--- src/rtl/switch_conditioner.sv ---
// Synchronizes and debounces raw switches; emits one-cycle rise/fall
// pulses and a changed flag. SWITCH_TOGGLE_EN adds push-on/push-off bits.
//
// Ports:
//   clk_2       : system clock
//   reset_n     : async active-low reset
//   swi_raw     : raw asynchronous switch levels
//   swi_db      : debounced levels
//   swi_rise    : one-cycle pulse on debounced 0->1
//   swi_fall    : one-cycle pulse on debounced 1->0
//   swi_changed : OR of rise/fall, aligned with them
//   swi_toggle  : per-bit toggle latch (0 unless SWITCH_TOGGLE_EN)
module switch_conditioner #(
  parameter int NBITS           = 8,
  parameter int DEBOUNCE_CYCLES = 4,
  localparam int CNT_W = $clog2(DEBOUNCE_CYCLES + 1)
) (
  input  logic             clk_2,
  input  logic             reset_n,
  input  logic [NBITS-1:0] swi_raw,
  output logic [NBITS-1:0] swi_db,
  output logic [NBITS-1:0] swi_rise,
  output logic [NBITS-1:0] swi_fall,
  output logic             swi_changed,
  output logic [NBITS-1:0] swi_toggle
);

  typedef enum logic {
    STABLE,
    PENDING
  } state_e;

  localparam logic [CNT_W-1:0] CNT_MAX =
    CNT_W'(DEBOUNCE_CYCLES);
  localparam logic [CNT_W-1:0] CNT_ONE = CNT_W'(1);

  logic [NBITS-1:0] sync1_q, sync2_q;
  logic [NBITS-1:0] db_q, db_d;
  logic [NBITS-1:0] rise_q, rise_d;
  logic [NBITS-1:0] fall_q, fall_d;
  logic             chg_q, chg_d;
  state_e           st_q  [NBITS];
  state_e           st_d  [NBITS];
  logic [CNT_W-1:0] cnt_q [NBITS];
  logic [CNT_W-1:0] cnt_d [NBITS];

  // The count includes the current mismatching cycle, so a change is
  // accepted on the DEBOUNCE_CYCLES-th consecutive mismatch seen.
  always_comb begin
    db_d   = db_q;
    rise_d = '0;
    fall_d = '0;
    for (int i = 0; i < NBITS; i++) begin
      st_d[i]  = st_q[i];
      cnt_d[i] = cnt_q[i];
      unique case (st_q[i])
        STABLE: begin
          if (sync2_q[i] != db_q[i]) begin
            if (CNT_ONE == CNT_MAX) begin
              db_d[i]   = sync2_q[i];
              rise_d[i] = sync2_q[i];
              fall_d[i] = ~sync2_q[i];
            end else begin
              st_d[i]  = PENDING;
              cnt_d[i] = CNT_ONE;
            end
          end
        end
        PENDING: begin
          if (sync2_q[i] == db_q[i]) begin
            st_d[i]  = STABLE;
            cnt_d[i] = '0;
          end else if (cnt_q[i] + CNT_ONE == CNT_MAX) begin
            st_d[i]   = STABLE;
            cnt_d[i]  = '0;
            db_d[i]   = sync2_q[i];
            rise_d[i] = sync2_q[i];
            fall_d[i] = ~sync2_q[i];
          end else begin
            cnt_d[i] = cnt_q[i] + CNT_ONE;
          end
        end
      endcase
    end
    chg_d = |(rise_d | fall_d);
  end

  always_ff @(posedge clk_2 or negedge reset_n) begin
    if (!reset_n) begin
      sync1_q <= '0;
      sync2_q <= '0;
      db_q    <= '0;
      rise_q  <= '0;
      fall_q  <= '0;
      chg_q   <= 1'b0;
      for (int i = 0; i < NBITS; i++) begin
        st_q[i]  <= STABLE;
        cnt_q[i] <= '0;
      end
    end else begin
      sync1_q <= swi_raw;
      sync2_q <= sync1_q;
      db_q    <= db_d;
      rise_q  <= rise_d;
      fall_q  <= fall_d;
      chg_q   <= chg_d;
      for (int i = 0; i < NBITS; i++) begin
        st_q[i]  <= st_d[i];
        cnt_q[i] <= cnt_d[i];
      end
    end
  end

  assign swi_db      = db_q;
  assign swi_rise    = rise_q;
  assign swi_fall    = fall_q;
  assign swi_changed = chg_q;

`ifdef SWITCH_TOGGLE_EN
  logic [NBITS-1:0] toggle_q, toggle_d;

  // Flips on the same edge that raises the rise pulse.
  always_comb begin
    toggle_d = toggle_q ^ rise_d;
  end

  always_ff @(posedge clk_2 or negedge reset_n) begin
    if (!reset_n) begin
      toggle_q <= '0;
    end else begin
      toggle_q <= toggle_d;
    end
  end

  assign swi_toggle = toggle_q;
`else
  assign swi_toggle = '0;
`endif

endmodule

--- config.mk ---
export PLATFORM = sky130hd
export DESIGN_NAME = switch_conditioner
export DESIGN_NICKNAME = d
export VERILOG_FILES = /design/src/rtl/switch_conditioner.sv
export SDC_FILE = /design/constraint.sdc
export NUM_CORES = 1
export LEC_CHECK = 0
export BUFFER_PORTS_ARGS = -buffer_cell sky130_fd_sc_hd__buf_2
export CAP_MARGIN = 30
export CORE_ASPECT_RATIO = 0.6
export CORE_MARGIN = 2
export CORE_UTILIZATION = 60
export CTS_CLUSTER_SIZE = 8
export DETAILED_ROUTE_END_ITERATION = 12
export PLACE_DENSITY_LB_ADDON = 0.05
export SETUP_SLACK_MARGIN = 0.05
export SKIP_CTS_REPAIR_TIMING = 1
export SLEW_MARGIN = 10
export SYNTH_ARGS = -nofsm -noshare
export SYNTH_HDL_FRONTEND = slang
export SYNTH_SLANG_ARGS = --single-unit
--- constraint.sdc ---
create_clock -name clk_2 -period 2.6 [get_ports clk_2]
set_input_delay 0.26 -clock clk_2 [delete_from_list [all_inputs] [get_ports clk_2]]
set_output_delay 0.26 -clock clk_2 [all_outputs]
set_load 0.01 [all_outputs]
==> qor.txt, run 1 <==
antenna cells - 0
global-route wire length before repair - 8.23 mm
Tmin final - 1.73 ns
total CTS buffers - 9
GR Overflow Total - 0
CP Buf/Inv Count - 0
cell at the slowest stage of the critical path - dfrtp_1
achievable frequency - 577 MHz
Final setup viols - 0
Clock Tree Buf Depth - 2
RD Place Congestion - 0.764
VDD IR max - 0.631 mV
routed wire length - 4.83 mm
met2 Resource Use GR - 28.5%
DR vias/cell - 5.20
via count - 1934
Die W - 96.7 um
met1 Use GR - 25.3%
status - completed
simple-gate share of the synthesized area - 18.5%
Initial Util - 61.8%
vias in the first global route - 1771
largest net degree at the start of global routing - 74
pre-CTS WS - 0.868 ns
PD cells - 927 mW/mm^2
Core Box Area - 0.00500 mm^2
CP Class - reg2reg
synthesized cell area - 0.00309 mm^2
clk_skew - 0.00610 ns
Adder-Cell Fraction of Synth Area - 6.47%
critical path's top delay family - simple AND/OR/NAND/NOR gates
nets@finish - 327
gr busiest metal - met2
Worst setup EP type - flop
Compound-Gate Fraction of Synth Area - 5.62%
Final Hold Vio Count - 0
Area Growth Syn to Fin - 14.0%
gr usage total - 18.6%
Worst-path clk slew - 0.07 ns
Pins Over Slew Limit - 0
root buf cell - clkbuf_8
#FFs+latches synth - 73
initial DRC count - 85
register area share after synthesis - 59.0%
CTS tree - done
Yosys warnings - 0
largest family of logic cells by synthesized area - simple AND/OR/NAND/NOR gates
Cells after Synth - 255
crit path DAT - 1.93 ns
DRC Markers - 0
Final ANT Viol Nets - 0
Clock Latency Late Sink - 0.34 ns
CP peak stage delay - 0.41 ns
post-DR wirelength/cell - 13.0 um
initial antenna violation count - 0
Synth Area per Inst - 12.1 um^2
I/O pins - 43
Die H - 59.6 um
Setup Total Neg Slack - 0 ns
DRT Pass-1 Iters - 4
met3 Use GR - 6.49%
Hold Path Class - in2reg
dpl hpwl - 3.29 mm
unrepaired setup endpoints after global routing - false
max-cap viol count - 0
Row Count - 20
# H-tree levels - 3
Crit Path Max Fanout - 4
XOR/XNOR Fraction of Synth Area - 5.70%
share of cells above drive strength 1 - 21.2%
static leakage - 1.76 nW
Worst slew margin - 63.8%
ys async rst share - 100%
Top FF cell, synth - dfrtp_1
CP Launch Type - flop
EDFF count, synth - 0
Sink Count - 73
post-synthesis mux area share - 2.10%
Cell Chain, Critical Path - ha_1, xnor2_1, nor3_1, nor4_1, o211ai_1
FF-to-FF setup slack - 0.87 ns
post-synth cell types - 38
actual slew at the worst max-slew pin - 0.539 ns
final worst-path cycle share - 66.6%
die footprint - 0.00577 mm^2
number of port buffers - 34
Worst Path Required - 2.79 ns
PnR worst setup slack - 0.867 ns
-- stage by stage --
step	hold WS [ns]	power, mW	utilization, %	cells	area, um^2
after global placement	0.331	2.47	66.3	354	3320
after floorplan	-0.0356	2.27	-	262	3120
final	0.0255	3.27	70.5	372	3530
after CTS	0.00727	3.30	69.7	370	3490
after global routing	0.00106	3.51	70.5	372	3530
after detailed placement	0.335	2.51	66.3	354	3320
-- final cells by class --
type	count	area (um^2)
multi-input cells	177	1220
fillers	387	1480
inverters	4	15.0
clock inverters	3	15.0
repair buffers	36	210
clock buffers	13	159
well taps	66	82.6
flip-flops and latches	73	1830
-- logic make-up after synthesis --
| logic type | count (synthesis) |
|---|---|
| multiplexers | 6 |
| AO/OA/AOI/OAI | 25 |
| buffers and inverters | 12 |
| XOR/XNOR | 15 |
| adder cells (fa/ha/maj) | 16 |
| other | 1 |
| AND/OR/NAND/NOR | 107 |
| flip-flops | 73 |
-- state kept, by name, summed over array words and instances, names as in the netlist --
name	count
swi_fall	8
cnt_q	24
sync2_q	8
swi_db	8
swi_changed	1
swi_rise	8
st_q	8
sync1_q	8
-- cells in the mapped netlist, types with 2 or more instances --
| cell | count | area (um^2) |
|---|---|---|
| a211oi_1 | 4 | 30.0 |
| and3b_1 | 2 | 17.5 |
| buf_4 | 8 | 60.1 |
| dfrtp_1 | 73 | 1830 |
| ha_1 | 16 | 200 |
| inv_1 | 4 | 15.0 |
| mux2_2 | 4 | 45.0 |
| mux2i_1 | 2 | 20.0 |
| nand2_1 | 39 | 146 |
| nand2b_1 | 5 | 31.3 |
| nand3_1 | 6 | 30.0 |
| nand3b_1 | 6 | 45.0 |
| nor2_1 | 12 | 45.0 |
| nor2b_1 | 5 | 31.3 |
| nor3_1 | 7 | 35.0 |
| nor3b_1 | 14 | 105 |
| o21ai_0 | 7 | 35.0 |
| o22ai_1 | 3 | 18.8 |
| o2bb2ai_1 | 2 | 17.5 |
| o31ai_1 | 4 | 30.0 |
| or2_2 | 3 | 18.8 |
| or2b_1 | 2 | 15.0 |
| xnor2_1 | 6 | 52.6 |
| xnor2_2 | 3 | 48.8 |
| xor2_1 | 3 | 26.3 |
| xor2_2 | 3 | 48.8 |
-- layout by cell type, fill, tap and decap left out, types with 2 or more instances in the layout --
| cell | instances |
|---|---|
| or2b_1 | 2 |
| nor3_1 | 7 |
| clkinv_2 | 3 |
| clkbuf_8 | 11 |
| nand2_1 | 39 |
| o22ai_1 | 3 |
| o31ai_1 | 4 |
| conb_1 | 8 |
| mux2_2 | 4 |
| nor2_1 | 12 |
| ha_1 | 16 |
| o21ai_0 | 7 |
| inv_1 | 4 |
| or2_2 | 3 |
| nand3b_1 | 6 |
| a211oi_1 | 4 |
| nand2b_1 | 5 |
| clkbuf_1 | 2 |
| xnor2_2 | 3 |
| nand3_1 | 6 |
| o2bb2ai_1 | 2 |
| mux2i_1 | 2 |
| xor2_1 | 3 |
| xnor2_1 | 6 |
| and3b_1 | 2 |
| nor3b_1 | 14 |
| nor2b_1 | 5 |
| dfrtp_1 | 73 |
| xor2_2 | 3 |
| buf_2 | 33 |
-- final timing paths --
check / startpoint / end / cells past startpoint
max in group asynchronous: reset_n / st_q[1] / 3
worst max-delay path: cnt_q[21] / swi_changed / 5
min in group asynchronous: reset_n / swi_db[7] / 2
worst max register to register: cnt_q[21] / swi_changed / 5
worst min register to register: sync1_q[6] / sync2_q[6] / 0
worst min-delay path: swi_raw[4] / sync1_q[4] / 1
-- per-layer routing --
metal,wire length (um),up-vias
met4,59,0
met2,2150,37
li1,-,950
met5,0,-
met1,2370,940
met3,248,7
-- report_power, final --
part,internal [mW],leakage [nW],switching (mW)
combinational,0.400,0.732,0.429
clock,0.394,0.0932,0.375
sequential,1.39,0.937,0.283
(Power assumes the default switching activity.)
==> run 2, diff against run 1 <==
CORE_UTILIZATION = 56   (was 60)
clock period = 1.7 ns   (was 2.6 ns; I/O delays follow)
==> qor.txt, run 2 (synthesized netlist as in run 1, its figures left out) <==
status - completed
Final Hold Vio Count - 0
Final setup viols - 0
dpl hpwl - 3.60 mm
Pins Over Slew Limit - 0
Clock Tree Buf Depth - 2
Cell Chain, Critical Path - ha_1, xor2_1, and3_1, a222oi_1, o211ai_1
antenna cells - 0
fillers - 365
most common cell after layout, fill and taps aside - dfrtp_1
Worst Path Required - 1.89 ns
FF-to-FF path depth - 5
Routed met1 length - 2.71 mm
VDD IR max - 0.751 mV
largest net degree at the start of global routing - 41
cell at the slowest stage of the critical path - dfrtp_1
Crit Path Max Fanout - 3
CP Launch Type - flop
RD Place Congestion - 0.807
Worst-path clk slew - 0.08 ns
Placed Cells - 361
Tmin final - 1.59 ns
clk_skew - 0.00747 ns
global-route wire length before repair - 8.43 mm
wire length on met3 - 241 um
Die W - 100 um
actual slew at the worst max-slew pin - 0.571 ns
crit path DAT - 1.79 ns
final non-filler cell total - 386
Sink Count - 73
total CTS buffers - 9
Crit Reg-Reg Endpoint - swi_changed
nets@finish - 341
DRT Pass-1 Iters - 4
initial antenna violation count - 0
Hold Path Class - in2async
PD cells - 1460 mW/mm^2
Initial Util - 59.7%
static leakage - 1.83 nW
gr usage total - 18.5%
most frequent cells in the layout - 73 x dfrtp_1, 39 x nand2_1, 33 x buf_2
final worst-path cycle share - 93.7%
share of cells above drive strength 1 - 23.1%
Setup Total Neg Slack - 0 ns
Final Core Density - 71.4%
Reg with most FFs - cnt_q
vias in the first global route - 1802
I/O pins - 43
FF-to-FF setup slack - 0.11 ns
number of port buffers - 34
Die H - 61.6 um
CP peak stage delay - 0.41 ns
Worst setup EP type - flop
# H-tree levels - 3
Core Box Area - 0.00518 mm^2
initial DRC count - 75
Final ANT Viol Nets - 0
CP Class - reg2reg
reg2reg start - cnt_q[0]
max layer used - met4
post-DR wirelength/cell - 13.1 um
routed wl met2 - 2.06 mm
achievable frequency - 628 MHz
via count - 1958
DRC Markers - 0
root buf cell - clkbuf_8
PnR worst setup slack - 0.106 ns
unrepaired setup endpoints after global routing - true
GR Overflow Total - 0
pre-CTS WS - 0.0715 ns
Area Growth Syn to Fin - 19.6%
Worst slew margin - 61.7%
die footprint - 0.00616 mm^2
DR vias/cell - 5.07
Clock Latency Late Sink - 0.33 ns
max-cap viol count - 0
Power, Total - 5.42 mW
routed wire length - 5.06 mm
max FFs per register - 24
Row Count - 20
CTS tree - done
## run 2: cell type report
type | count | area [um^2] | share of cell area (%)
Clock buffer | 9 | 124 | 3.35
Clock inverter | 7 | 95.1 | 2.57
Inverter | 4 | 15.0 | 0.406
Multi-Input combinational cell | 177 | 1230 | 33.2
Sequential cell | 73 | 1830 | 49.4
Tap cell | 66 | 82.6 | 2.23
Timing Repair Buffer | 50 | 328 | 8.86
## run 2: stage by stage
stage	hold slack [ns]	cell area, um^2
finish	0.339	3700
global route	0.361	3700
CTS	-0.193	3600
detailed placement	0.175	3380
global placement	0.179	3380
floorplan	-0.126	3120
## run 2: worst max path at each step
stage | startpoint | to | slack, ns | cells after the start
after floorplan | cnt_q[15] | swi_changed | 0.20 | 5
after global placement | cnt_q[15] | swi_changed | 0.15 | 5
after detailed placement | cnt_q[15] | swi_changed | 0.07 | 5
after CTS | cnt_q[15] | swi_changed | 0.06 | 5
after global routing | cnt_q[15] | swi_changed | 0.04 | 5
final | cnt_q[0] | swi_changed | 0.11 | 5
## run 2: layer usage
metal	track usage, %	vias up
met5	0	-
met4	6.46	0
met3	6.36	8
met2	26.4	40
met1	26.7	934
li1	-	976
## run 2: where the power goes
part	internal, mW	switching [mW]
clock network	0.826	0.642
registers	2.12	0.436
logic	0.708	0.683
total	3.66	1.76
## run 2: worst max-delay path: cells and delay by family, from the launching register on
kind / cells / cell delay [ns]
fa+ha+maj: 1 / 0.25
flops: 1 / 0.41
xor+xnor: 1 / 0.18
compound gates: 2 / 0.41
simple gates: 1 / 0.21
==> run 3, diff against run 2 <==
BUFFER_PORTS_ARGS = default   (was -buffer_cell sky130_fd_sc_hd__buf_2)
CORE_UTILIZATION = 60   (was 56)
CTS_BUF_LIST = sky130_fd_sc_hd__clkbuf_8   (was default)
DONT_BUFFER_PORTS = 1   (was default)
==> qor.txt, run 3 (synthesized netlist as in run 1, its figures left out) <==
cell at the slowest stage of the critical path - dfrtp_1
critical path's top delay family - compound AO/OA/AOI/OAI gates
Final ANT Viol Nets - 0
nets@finish - 307
Power, Total - 5.38 mW
FF-to-FF path depth - 5
static leakage - 1.67 nW
Clock Tree Buf Depth - 2
global-route wire length before repair - 8.36 mm
root buf cell - clkbuf_8
Crit Path Max Fanout - 3
violated checks - negative hold slack
gr usage total - 19.3%
die footprint - 0.00577 mm^2
Area Growth Syn to Fin - 14.2%
Worst setup EP type - flop
Core Box Area - 0.00500 mm^2
CP startpoint - cnt_q[15]
PnR worst setup slack - 0.0985 ns
# H-tree levels - 3
antenna cells - 0
VDD IR max - 1.02 mV
Clock Latency Late Sink - 0.35 ns
share of cells above drive strength 1 - 15.0%
Crit. path cell count - 5
crit path DAT - 1.81 ns
Row Count - 20
max FFs per register - 24
Crit Reg-Reg Endpoint - swi_changed
Die H - 59.6 um
CP peak stage delay - 0.41 ns
routed wire length - 5.01 mm
Tmin final - 1.60 ns
most common cell after layout, fill and taps aside - dfrtp_1
Final Core Density - 70.6%
PD cells - 1520 mW/mm^2
status - finished with violations
Final setup viols - 0
reg2reg start - cnt_q[15]
initial antenna violation count - 0
total CTS buffers - 9
WHS - -0.489 ns
via count - 1853
DRC Markers - 0
max-cap viol count - 0
most frequent cells in the layout - 73 x dfrtp_1, 39 x nand2_1, 15 x ha_1
Worst Path Required - 1.91 ns
unrepaired setup endpoints after global routing - true
dpl hpwl - 3.32 mm
GR Overflow Total - 0
post-DR wirelength/cell - 14.2 um
Initial Util - 61.8%
CP Launch Type - flop
CTS tree - done
final worst-path cycle share - 94.2%
achievable frequency - 624 MHz
clk_skew - 0.00826 ns
DRT Pass-1 Iters - 5
CP Class - reg2reg
largest net degree at the start of global routing - 74
Sink Count - 73
FF-to-FF setup slack - 0.1 ns
vias in the first global route - 1769
initial DRC count - 87
Final Hold Vio Count - 73
RD Place Congestion - 0.778
Worst-path clk slew - 0.08 ns
Hold Path Class - in2async
Die W - 96.7 um
DR vias/cell - 5.26
Cell Chain, Critical Path - ha_1, xor2_1, and3_4, a222oi_1, o211ai_1
I/O pins - 43
Pins Over Slew Limit - 0
number of port buffers - 0
CP Buf/Inv Count - 0
Setup Total Neg Slack - 0 ns
Reg with most FFs - cnt_q
pre-CTS WS - 0.0212 ns
run 3: area by class of cell:
cell class / count / area [um^2]
Clock buffer: 10 / 138
Clock inverter: 6 / 82.6
Fill cell: 366 / 1470
Inverter: 4 / 15.0
Multi-Input combinational cell: 177 / 1250
Sequential cell: 73 / 1830
Tap cell: 66 / 82.6
Timing Repair Buffer: 16 / 140
run 3: where the power goes:
part / leakage [nW] / total (mW) / internal (mW) / switching, mW
sequential: 0.937 / 2.61 / 2.12 / 0.487
combinational: 0.616 / 1.29 / 0.685 / 0.602
clock: 0.117 / 1.48 / 0.858 / 0.621
run 3: per-stage QoR:
step,area (um^2),cells
detailed placement,3200,327
global route,3530,352
global placement,3200,327
floorplan,3120,262
finish,3530,352
CTS,3420,343
run 3: worst max-delay path by stage:
stage                        to  slack [ns]
finish              swi_changed         0.1
global route        swi_changed        0.02
CTS                 swi_changed       0.002
detailed placement  swi_changed        0.02
global placement    swi_changed        0.09
floorplan           swi_changed        0.20
run 3: routing by layer:
metal	track usage [%]	part of all wire (%)	vias to the layer above
met5	0	0	-
li1	-	-	916
met4	6.04	1.2	0
met3	8.73	4.2	8
met2	29.0	46	39
met1	25.6	49	890
